--- config.mk ---
export PLATFORM = sky130hd
export DESIGN_NAME = mic_fifo_drain_sched_flat
export DESIGN_NICKNAME = d
export VERILOG_FILES = /design/src/rtl/mic_fifo_drain_sched_if.sv /design/src/rtl/mic_fifo_drain_sched.sv /design/src/flat_wrapper.sv
export SDC_FILE = /design/constraint.sdc
export NUM_CORES = 1
export LEC_CHECK = 0
export ABC_AREA = 1
export BUFFER_PORTS_ARGS = -buffer_cell sky130_fd_sc_hd__buf_4
export CORE_UTILIZATION = 47
export CTS_CLUSTER_DIAMETER = 50
export CTS_CLUSTER_SIZE = 8
export DETAILED_ROUTE_END_ITERATION = 8
export PLACE_DENSITY = 0.83
export SYNTH_ARGS = -nofsm -noshare
export SYNTH_HDL_FRONTEND = slang
export SYNTH_SLANG_ARGS = --single-unit
--- constraint.sdc ---
create_clock -name clk -period 1.6 [get_ports clk]
set_clock_uncertainty 0.05 [all_clocks]
set_input_delay 0.32 -clock clk [delete_from_list [all_inputs] [get_ports clk]]
set_output_delay 0.32 -clock clk [all_outputs]
set_load 0.005 [all_outputs]
--- src/rtl/mic_fifo_drain_sched_if.sv ---
// mic_fifo_drain_sched_if: FIFO-bank and PHY transmit signals of the drain scheduler
interface mic_fifo_drain_sched_if #(parameter int NUM_FIFO = 4);
    logic [NUM_FIFO-1:0]   full_en;
    logic [8*NUM_FIFO-1:0] fifo_data;
    logic [NUM_FIFO-1:0]   fifo_enable;
    logic                  tx_valid;
    logic [7:0]            tx_data;
    logic                  tx_sof;
    logic                  tx_eof;
    modport master (
        input  full_en, fifo_data,
        output fifo_enable, tx_valid, tx_data, tx_sof, tx_eof
    );
    modport slave (
        output full_en, fifo_data,
        input  fifo_enable, tx_valid, tx_data, tx_sof, tx_eof
    );
endinterface

--- src/rtl/mic_fifo_drain_sched.sv ---
// mic_fifo_drain_sched: round-robin FIFO drain scheduler with framed tx stream; DRAIN_CHECKSUM_EN appends an XOR checksum byte
module mic_fifo_drain_sched #(
    parameter int NUM_FIFO   = 4,
    parameter int BURST_LEN  = 1200,
    parameter int GAP_CYCLES = 16
) (
    input  logic                         clk,
    input  logic                         rst_n,
    mic_fifo_drain_sched_if.master       bus,
    output logic                         busy_o,
    output logic [15:0]                  frame_count_o
);
    typedef enum logic [1:0] {IDLE, BURST, FLUSH, GAP} state_t;
    localparam logic [15:0] BL1 = 16'(BURST_LEN - 1);
    localparam logic [15:0] GP1 = 16'((GAP_CYCLES == 0) ? 0 : GAP_CYCLES - 1);
    state_t      state_q, state_d;
    logic [15:0] cnt_q, cnt_d;
    logic [3:0]  g_q, g_d, rr_q, rr_d, pick_lo, pick_hi;
    logic        hit_hi;
    logic        en_q, lst_q, hdr, lst;
    logic        tx_valid_q, tx_valid_d, tx_sof_q, tx_eof_q, tx_eof_d;
    logic [7:0]  tx_data_q, tx_data_d, byte_in;
    logic [15:0] frame_count_q;
`ifdef DRAIN_CHECKSUM_EN
    logic        pend_q;
    logic [7:0]  csum_q, csum_d;
`endif
    // Lowest requester at/above rr_q wins; otherwise wrap to lowest overall.
    always_comb begin
        pick_lo = '0;
        pick_hi = '0;
        hit_hi  = 1'b0;
        for (int i = NUM_FIFO - 1; i >= 0; i--) begin
            if (bus.full_en[i]) pick_lo = 4'(i);
            if (bus.full_en[i] && 4'(i) >= rr_q) begin
                pick_hi = 4'(i);
                hit_hi  = 1'b1;
            end
        end
    end
    always_ff @(posedge clk) begin
        if (!rst_n) begin
            state_q <= IDLE;
            cnt_q   <= '0;
            g_q     <= '0;
            rr_q    <= '0;
        end else begin
            state_q <= state_d;
            cnt_q   <= cnt_d;
            g_q     <= g_d;
            rr_q    <= rr_d;
        end
    end
    always_comb begin
        state_d = state_q;
        g_d     = g_q;
        unique case (state_q)
            IDLE:  if (|bus.full_en) begin
                       state_d = BURST;
                       g_d     = hit_hi ? pick_hi : pick_lo;
                   end
            BURST: if (cnt_q == BL1) state_d = FLUSH;
            FLUSH: if (tx_eof_q) state_d = (GAP_CYCLES == 0) ? IDLE : GAP;
            GAP:   if (cnt_q == GP1) state_d = IDLE;
        endcase
        cnt_d = (state_d != state_q) ? '0 : cnt_q + 16'd1;
        rr_d  = (state_q != FLUSH) ? rr_q : (g_q == 4'(NUM_FIFO - 1)) ? 4'd0 : g_q + 4'd1;
    end
    always_comb begin
        bus.fifo_enable = (state_q == BURST) ? NUM_FIFO'(1) << g_q : '0;
        busy_o          = state_q != IDLE;
    end
    // en_q marks cycles where fifo_data carries a payload byte (1-cycle read latency).
    always_comb begin
        hdr     = (state_q == BURST) && (cnt_q == '0);
        lst     = (state_q == BURST) && (cnt_q == BL1);
        byte_in = '0;
        for (int i = 0; i < NUM_FIFO; i++)
            if (g_q == 4'(i)) byte_in = bus.fifo_data[8*i +: 8];
`ifdef DRAIN_CHECKSUM_EN
        tx_valid_d = hdr | en_q | pend_q;
        tx_data_d  = hdr ? {4'hA, g_q} : pend_q ? csum_q : byte_in;
        tx_eof_d   = pend_q;
        csum_d     = hdr ? {4'hA, g_q} : en_q ? csum_q ^ byte_in : csum_q;
`else
        tx_valid_d = hdr | en_q;
        tx_data_d  = hdr ? {4'hA, g_q} : byte_in;
        tx_eof_d   = lst_q;
`endif
    end
    always_ff @(posedge clk) begin
        if (!rst_n) begin
            en_q          <= 1'b0;
            lst_q         <= 1'b0;
            tx_valid_q    <= 1'b0;
            tx_data_q     <= '0;
            tx_sof_q      <= 1'b0;
            tx_eof_q      <= 1'b0;
            frame_count_q <= '0;
`ifdef DRAIN_CHECKSUM_EN
            pend_q        <= 1'b0;
            csum_q        <= '0;
`endif
        end else begin
            en_q          <= state_q == BURST;
            lst_q         <= lst;
            tx_valid_q    <= tx_valid_d;
            tx_data_q     <= tx_valid_d ? tx_data_d : '0;
            tx_sof_q      <= hdr;
            tx_eof_q      <= tx_eof_d;
            frame_count_q <= tx_eof_q ? frame_count_q + 16'd1 : frame_count_q;
`ifdef DRAIN_CHECKSUM_EN
            pend_q        <= lst_q;
            csum_q        <= csum_d;
`endif
        end
    end
    assign bus.tx_valid  = tx_valid_q;
    assign bus.tx_data   = tx_data_q;
    assign bus.tx_sof    = tx_sof_q;
    assign bus.tx_eof    = tx_eof_q;
    assign frame_count_o = frame_count_q;
endmodule

--- src/flat_wrapper.sv ---
// flat-port wrapper written by rule: the top's interface ports become plain ports
module mic_fifo_drain_sched_flat 
#(
    parameter int NUM_FIFO   = 4,
    parameter int BURST_LEN  = 1200,
    parameter int GAP_CYCLES = 16
)
  (clk, rst_n, busy_o, frame_count_o, bus_full_en, bus_fifo_data, bus_fifo_enable, bus_tx_valid, bus_tx_data, bus_tx_sof, bus_tx_eof);
  mic_fifo_drain_sched_if #(.NUM_FIFO(NUM_FIFO)) bus_i ();
  input  logic clk;
  input  logic rst_n;
  output logic busy_o;
  output logic [15:0] frame_count_o;
  input wire logic [$bits(bus_i.full_en)-1:0] bus_full_en;
  input wire logic [$bits(bus_i.fifo_data)-1:0] bus_fifo_data;
  output wire logic [$bits(bus_i.fifo_enable)-1:0] bus_fifo_enable;
  output wire logic [$bits(bus_i.tx_valid)-1:0] bus_tx_valid;
  output wire logic [$bits(bus_i.tx_data)-1:0] bus_tx_data;
  output wire logic [$bits(bus_i.tx_sof)-1:0] bus_tx_sof;
  output wire logic [$bits(bus_i.tx_eof)-1:0] bus_tx_eof;
  assign bus_i.full_en = bus_full_en;
  assign bus_i.fifo_data = bus_fifo_data;
  assign bus_fifo_enable = bus_i.fifo_enable;
  assign bus_tx_valid = bus_i.tx_valid;
  assign bus_tx_data = bus_i.tx_data;
  assign bus_tx_sof = bus_i.tx_sof;
  assign bus_tx_eof = bus_i.tx_eof;
  mic_fifo_drain_sched #(.NUM_FIFO(NUM_FIFO), .BURST_LEN(BURST_LEN), .GAP_CYCLES(GAP_CYCLES)) u_core (.clk(clk), .rst_n(rst_n), .bus(bus_i), .busy_o(busy_o), .frame_count_o(frame_count_o));
endmodule
Word-level counts from Yosys, hierarchy flattened
Index checks and enable logic that the tools add are counted.

storage, ports and cells
  register bits = 55
  bits in latches = 0
  RAM bits = 0
  bits in read-only memories = 0
  input bits = 38
  output and inout bits = 32
  word-level logic and storage cells = 73
  memories = 0

cells by class
  add/sub/neg operators = 3
  $mul = 0
  divide/modulo/power cells = 0
  magnitude comparators = 4
  eq/ne operators = 10
  shifts and indexed selects = 1
  muxes and demuxes = 25
  bitwise logic cells = 3
  reductions and logical operators = 15

operators with widths
  cell                                                                                 number
  8-bit 2-to-1 mux                                                                     5
  16-bit by 1-bit adder with 16-bit output (second input constant)                     2
  2-bit 2-to-1 mux                                                                     13
  16-bit by 11-bit == test with 1-bit output (second input constant)                   1
  16-bit by 4-bit == test with 1-bit output (second input constant)                    1
  16-bit zero test                                                                     1
  4-bit by 2-bit == test with 1-bit output (second input constant)                     2
  1-bit by 4-bit greater-or-equal comparator with 1-bit output (first input constant)  2
  2-bit by 4-bit greater-or-equal comparator with 1-bit output (first input constant)  2
  4-bit 2-to-1 mux                                                                     2
  2-bit one-hot mux with 4 select lines                                                1
  1-bit logical AND                                                                    6
  4-bit by 1-bit adder with 4-bit output (second input constant)                       1
  2-bit == test (second input constant)                                                2
  4-bit by 1-bit == test with 1-bit output (second input constant)                     1
  4-bit zero test                                                                      1
  1-bit 2-to-1 mux                                                                     4
  2-bit AND reduction                                                                  2
  4-bit OR reduction                                                                   1
  1-bit by 4-bit << shifter with 4-bit output (first input constant)                   1
  3-bit OR reduction                                                                   1
  2-bit by 1-bit == test with 1-bit output (second input constant)                     1
  2-bit zero test                                                                      1
  2-bit inequality test                                                                1
  other kinds (5)                                                                      6

Logic depth before layout (Yosys ltp)
  word-level depth = 7
  mapped depth = 11

Worst setup path after synthesis
OpenSTA, ideal clock, no wires.

  path kind = flip-flop to flip-flop
  start = register u_core.g_q[1]
  end = register u_core.tx_data_q[0] (netlist: u_core.bus.tx_data[0])
  setup time = 70 ps
  arrival = 1451 ps
  data required time = 1480 ps
  path slack = 29 ps
  stages on the path, launching flop included = 11
  path buffers = 1
  period minus slack after synthesis = 1571 ps
  cells stage by stage = dfxtp_1 inv_1 ha_1 buf_2 nor2_1 nand2_1 nand2_1 o211ai_1 nand2_1 o21ai_0 a21oi_1

on the way
  cells in the longest elaborated chain, start to end = 6

ends and longest elaborated chain
  element                        RTL line                     text
  start: declaration             mic_fifo_drain_sched.sv:18   logic [3:0] g_q, g_d, rr_q, rr_d, pick_lo, pick_hi;
  start signal: assignment       mic_fifo_drain_sched.sv:50   g_q <= g_d;
  4-bit zero test                mic_fifo_drain_sched.sv:79   if (g_q == 4'(i)) byte_in = bus.fifo_data[8*i +: 8];
  8-bit 2-to-1 mux (3 in a row)  mic_fifo_drain_sched.sv:79
  8-bit 2-to-1 mux *             mic_fifo_drain_sched.sv:79
  8-bit 2-to-1 mux *             mic_fifo_drain_sched.sv:87   tx_data_d = hdr ? {4'hA, g_q} : byte_in;
  end signal: assignment         mic_fifo_drain_sched.sv:108  tx_data_q <= tx_valid_d ? tx_data_d : '0;
  end: declaration               mic_fifo_drain_sched.sv:22   logic [7:0] tx_data_q, tx_data_d, byte_in;

Mark *: on every way between the ends. The rest lies on a longest branch, timed or not.
A chain may end at the register's enable or synchronous reset.

Worst setup path in the final report
  start = register u_core.g_q[1]
  end = output bus_fifo_enable[0]

on the way
  cells in the longest elaborated chain, start to end = 2

ends and longest elaborated chain
  element                                      RTL line                    text
  1-bit by 4-bit << shifter with 4-bit output  mic_fifo_drain_sched.sv:70  bus.fifo_enable = (state_q == BURST) ? NUM_FIFO'(1) << g_q : '0;
  4-bit 2-to-1 mux                             mic_fifo_drain_sched.sv:70
  end: declaration                             flat_wrapper.sv:16          output wire logic [$bits(bus_i.fifo_enable)-1:0] bus_fifo_enable;

No other way between the ends.

==> impl_metrics.csv <==
group,metric,value,unit
hold_path,worstHoldStart,"bus_fifo_data[29]",
cts,numCtsBuffers,5,
cts,postCtsHoldBufs,0,
drt,drtAntennaViolNets,0,
cts,cts_tree,"yes",
worst_setup_path,endpoint_kind,"primary output",
global_route,grt_pass1_wl,10850,um
worst_setup_path,crit_arrival,1250,ps
synth,syn_avg_cell_area,7.010,sq um
sta,rsz0062_at_grt,"true",
cts,clk_pin_slew_worst_paths,100,ps
sta,finalSetupViolations,2,
placement,pre_cts_ws,-14.73,ps
sta,fmax,619.1,MHz
worst_setup_path,cpPeakStageDelay,380,ps
global_route,track_usage,0.2242,
finish,regArea,1045,sq um
global_route,gr-total-overflow,0,
global_route,grt_util_met2,0.3858,
drt,route.detailed.drc,0,
job,drv_cap,0,
worst_setup_path,worstSetupPathType,"reg -> out",
synth,yosysTopAreaCell,"dfxtp_1",
worst_setup_path,crit_path_start_kind,"register",
global_route,grt_use_met3,0.06071,
cts,clkLatencyLatePin,310,ps
drt,drt_wl_total,7222,um
sta,final-hold-violation-count,0,
worst_setup_path,worstPathMaxFanout,4,
finish,multi_input_area,1567,sq um
sta,final.min_clock_period,1615,ps
die,rows,27,
global_route,busiest_layer,"met2",
cts,cts_max_path_buffers,2,
finish,synthToLayoutAreaGrowth,39.55,%
worst_setup_path,critPathLaunch,"u_core.g_q[1]",
drt,viasPerCell,5.153,
synth,synth_area,2664,sq um
synth,synth_cell_types,32,
die,dieArea,5973,sq um
cts,htree_levels,2,
worst_setup_path,crit_path_cell_trace,"inv_4, ha_2, inv_2, nor2_2, buf_4",
drt,wl_per_cell,13.15,um
worst_setup_path,critPathBufInv,3,
power_and_ir_drop,power.total,2.603,mW
hold_path,whs_path_depth,3,
power_and_ir_drop,power_density,700.3,nW/um^2
synth,ys_ff_latch,51,
cts,cts.sinks,51,
global_route,grt_max_degree,17,
placement,io_buffer_count,69,
drt,first_iter_violations,163,
synth,synthCells,380,
finish,final_cell_mix,"buf_4 (94), nand2_1 (75), inv_1 (43)",
worst_setup_path,critPathTopFamily,"flip-flops",
die,start_util,0.4867,
worst_setup_path,r2r_start,"u_core.g_q[1]",
hold_path,whs_endpoint,"u_core.bus.tx_data[5]",
die,die_h,77.29,um
worst_setup_path,rr_worst_depth,11,
synth,yosys_warnings,0,
sta,relSlewSlack,0.7669,
worst_setup_path,crit_slowest_cell,"dfxtp_4",
worst_setup_path,r2r_end,"u_core.bus.tx_data[0]",
sta,period_share,1.009,
global_route,use_met1,0.2581,
die,die_w,77.29,um
drt,firstDrtPassIters,5,
finish,fin_nets,521,
die,io-pin-count,70,
power_and_ir_drop,ir_drop,0.4129,mV
synth,synth_top_area_share,0.3833,
placement,place_congestion,0.9429,
drt,num_vias,2829,
finish,drive_above_1_share,0.3501,
sta,final-max-slew-violation-count,0,
outcome,failed_checks,"setup timing",
placement,hpwl,4956,um
finish,n_antenna_cell,0,
global_route,grt_pass1_vias,2536,
worst_setup_path,required,1230,ps
power_and_ir_drop,p_leak,1.587,nW
outcome,outcome,"finished with violations",
finish,fillers,443,
sta,worstMarginPinSlew,347.1,ps
finish,mostFrequentLayoutCell,"buf_4",
cts,root_buffer,"clkbuf_8",
synth,syn-num-nets,425,
hold_path,hold_class,"in -> reg",
global_route,antenna_found_initial,0,
die,core_area,5473,sq um
synth,yosys-top-cells-area,"dfxtp_1 (38%), nand2_1 (11%), inv_1 (6.9%)",
synth,ys_seq_area_frac,0.3833,
worst_setup_path,reg2reg_slack,10,ps
sta,setup_ws,-15.13,ps
area by class of cell:
| class | count | share of cell area |
|---|---|---|
| flip-flops and latches | 51 | 0.2810 |
| inverters | 52 | 0.05385 |
| clock buffers | 6 | 0.02221 |
| repair buffers | 95 | 0.1929 |
| multi-input cells | 271 | 0.4214 |
| clock inverters | 2 | 0.004376 |
| well taps | 72 | 0.02423 |
power by group:
part / total (mW) / internal, mW / switching, mW / leakage [nW]
clock network: 0.792 / 0.354 / 0.439 / 0.0474
logic: 0.484 / 0.231 / 0.253 / 1.12
registers: 1.33 / 1.30 / 0.0259 / 0.419
total: 2.60 / 1.88 / 0.718 / 1.59
synthesized netlist by cell type, drive strengths merged:
master and number:
nand2 81, nor2 62, dfxtp 51, inv 51
a21oi 28, o21ai 24, nand3 18, nor3 13
xor2 8, ha 7, nand4 6, xnor2 6
a22oi 4, clkbuf 4, o211ai 4, buf 3
nand3b 2, o21a 2, a211oi 1, a311oi 1
a31o 1, a31oi 1, clkinv 1, nor3b 1
per-stage QoR:
stage / instance area [sq um] / TNS [ps] / hold WS (ps) / utilization / cells
global placement: 3363 / 0 / 348.5 / 0.6145 / 531
floorplan: 2664 / 0 / 340.5 / - / 380
global route: 3717 / -752.4 / 197.2 / 0.6792 / 549
finish: 3717 / -26.40 / 194.4 / 0.6792 / 549
CTS: 3545 / -41.54 / 187.5 / 0.6477 / 540
detailed placement: 3363 / -47.23 / 346.2 / 0.6145 / 531
what timing repair did:
item / 4_1_cts / 5_1_grt
resized for setup: 20 / 38
endpoints found under the hold margin: 0 / 0
pin swaps: 1 / 8
endpoints found under the setup margin: 20 / 31
setup buffers: 1 / 8
gates cloned: 0 / 1
metal layers:
metal  share of wire  vias up  wire length (um)
met4           0.024        0               170
li1                -     1423                 -
met2            0.50      105              3620
met5               0        -                 0
met3           0.061       18               438
met1            0.41     1283              2992
tightest hold or removal path, cell delays in order:
cell	delay (ps)
buf_4	80
o211ai_1	80
nand2_1	60
how the worst max path moves through the flow:
stage	to	slack (ps)	cells past startpoint
3_3_place_gp	u_core.cnt_q[5]	80	8
5_1_grt	u_core.bus.tx_data[0]	-70	11
6_report	bus_fifo_enable[0]	-20	5
3_5_place_dp	u_core.cnt_q[15]	-10	9
2_1_floorplan	u_core.bus.tx_data[0]	30	10
4_1_cts	bus_fifo_enable[1]	-20	5
flip-flops by register name (all words and copies together), names as in the netlist:
register / count
u_core.lst_q: 1
u_core.bus.tx_sof: 1
u_core.en_q: 1
u_core.bus.tx_data: 8
u_core.bus.tx_eof: 1
u_core.rr_q: 2
u_core.bus.tx_valid: 1
u_core.cnt_q: 16
u_core.state_q: 2
u_core.g_q: 2
u_core.frame_count_o: 16
cell families after synthesis:
kind of cell,Yosys count,synth area share
adder cells (fa/ha/maj),7,0.03288
AND/OR/NAND/NOR,183,0.3133
flip-flops,51,0.3833
XOR/XNOR,14,0.04603
buffers and inverters,59,0.08689
AO/OA/AOI/OAI,66,0.1376
(Power assumes the default switching activity.)
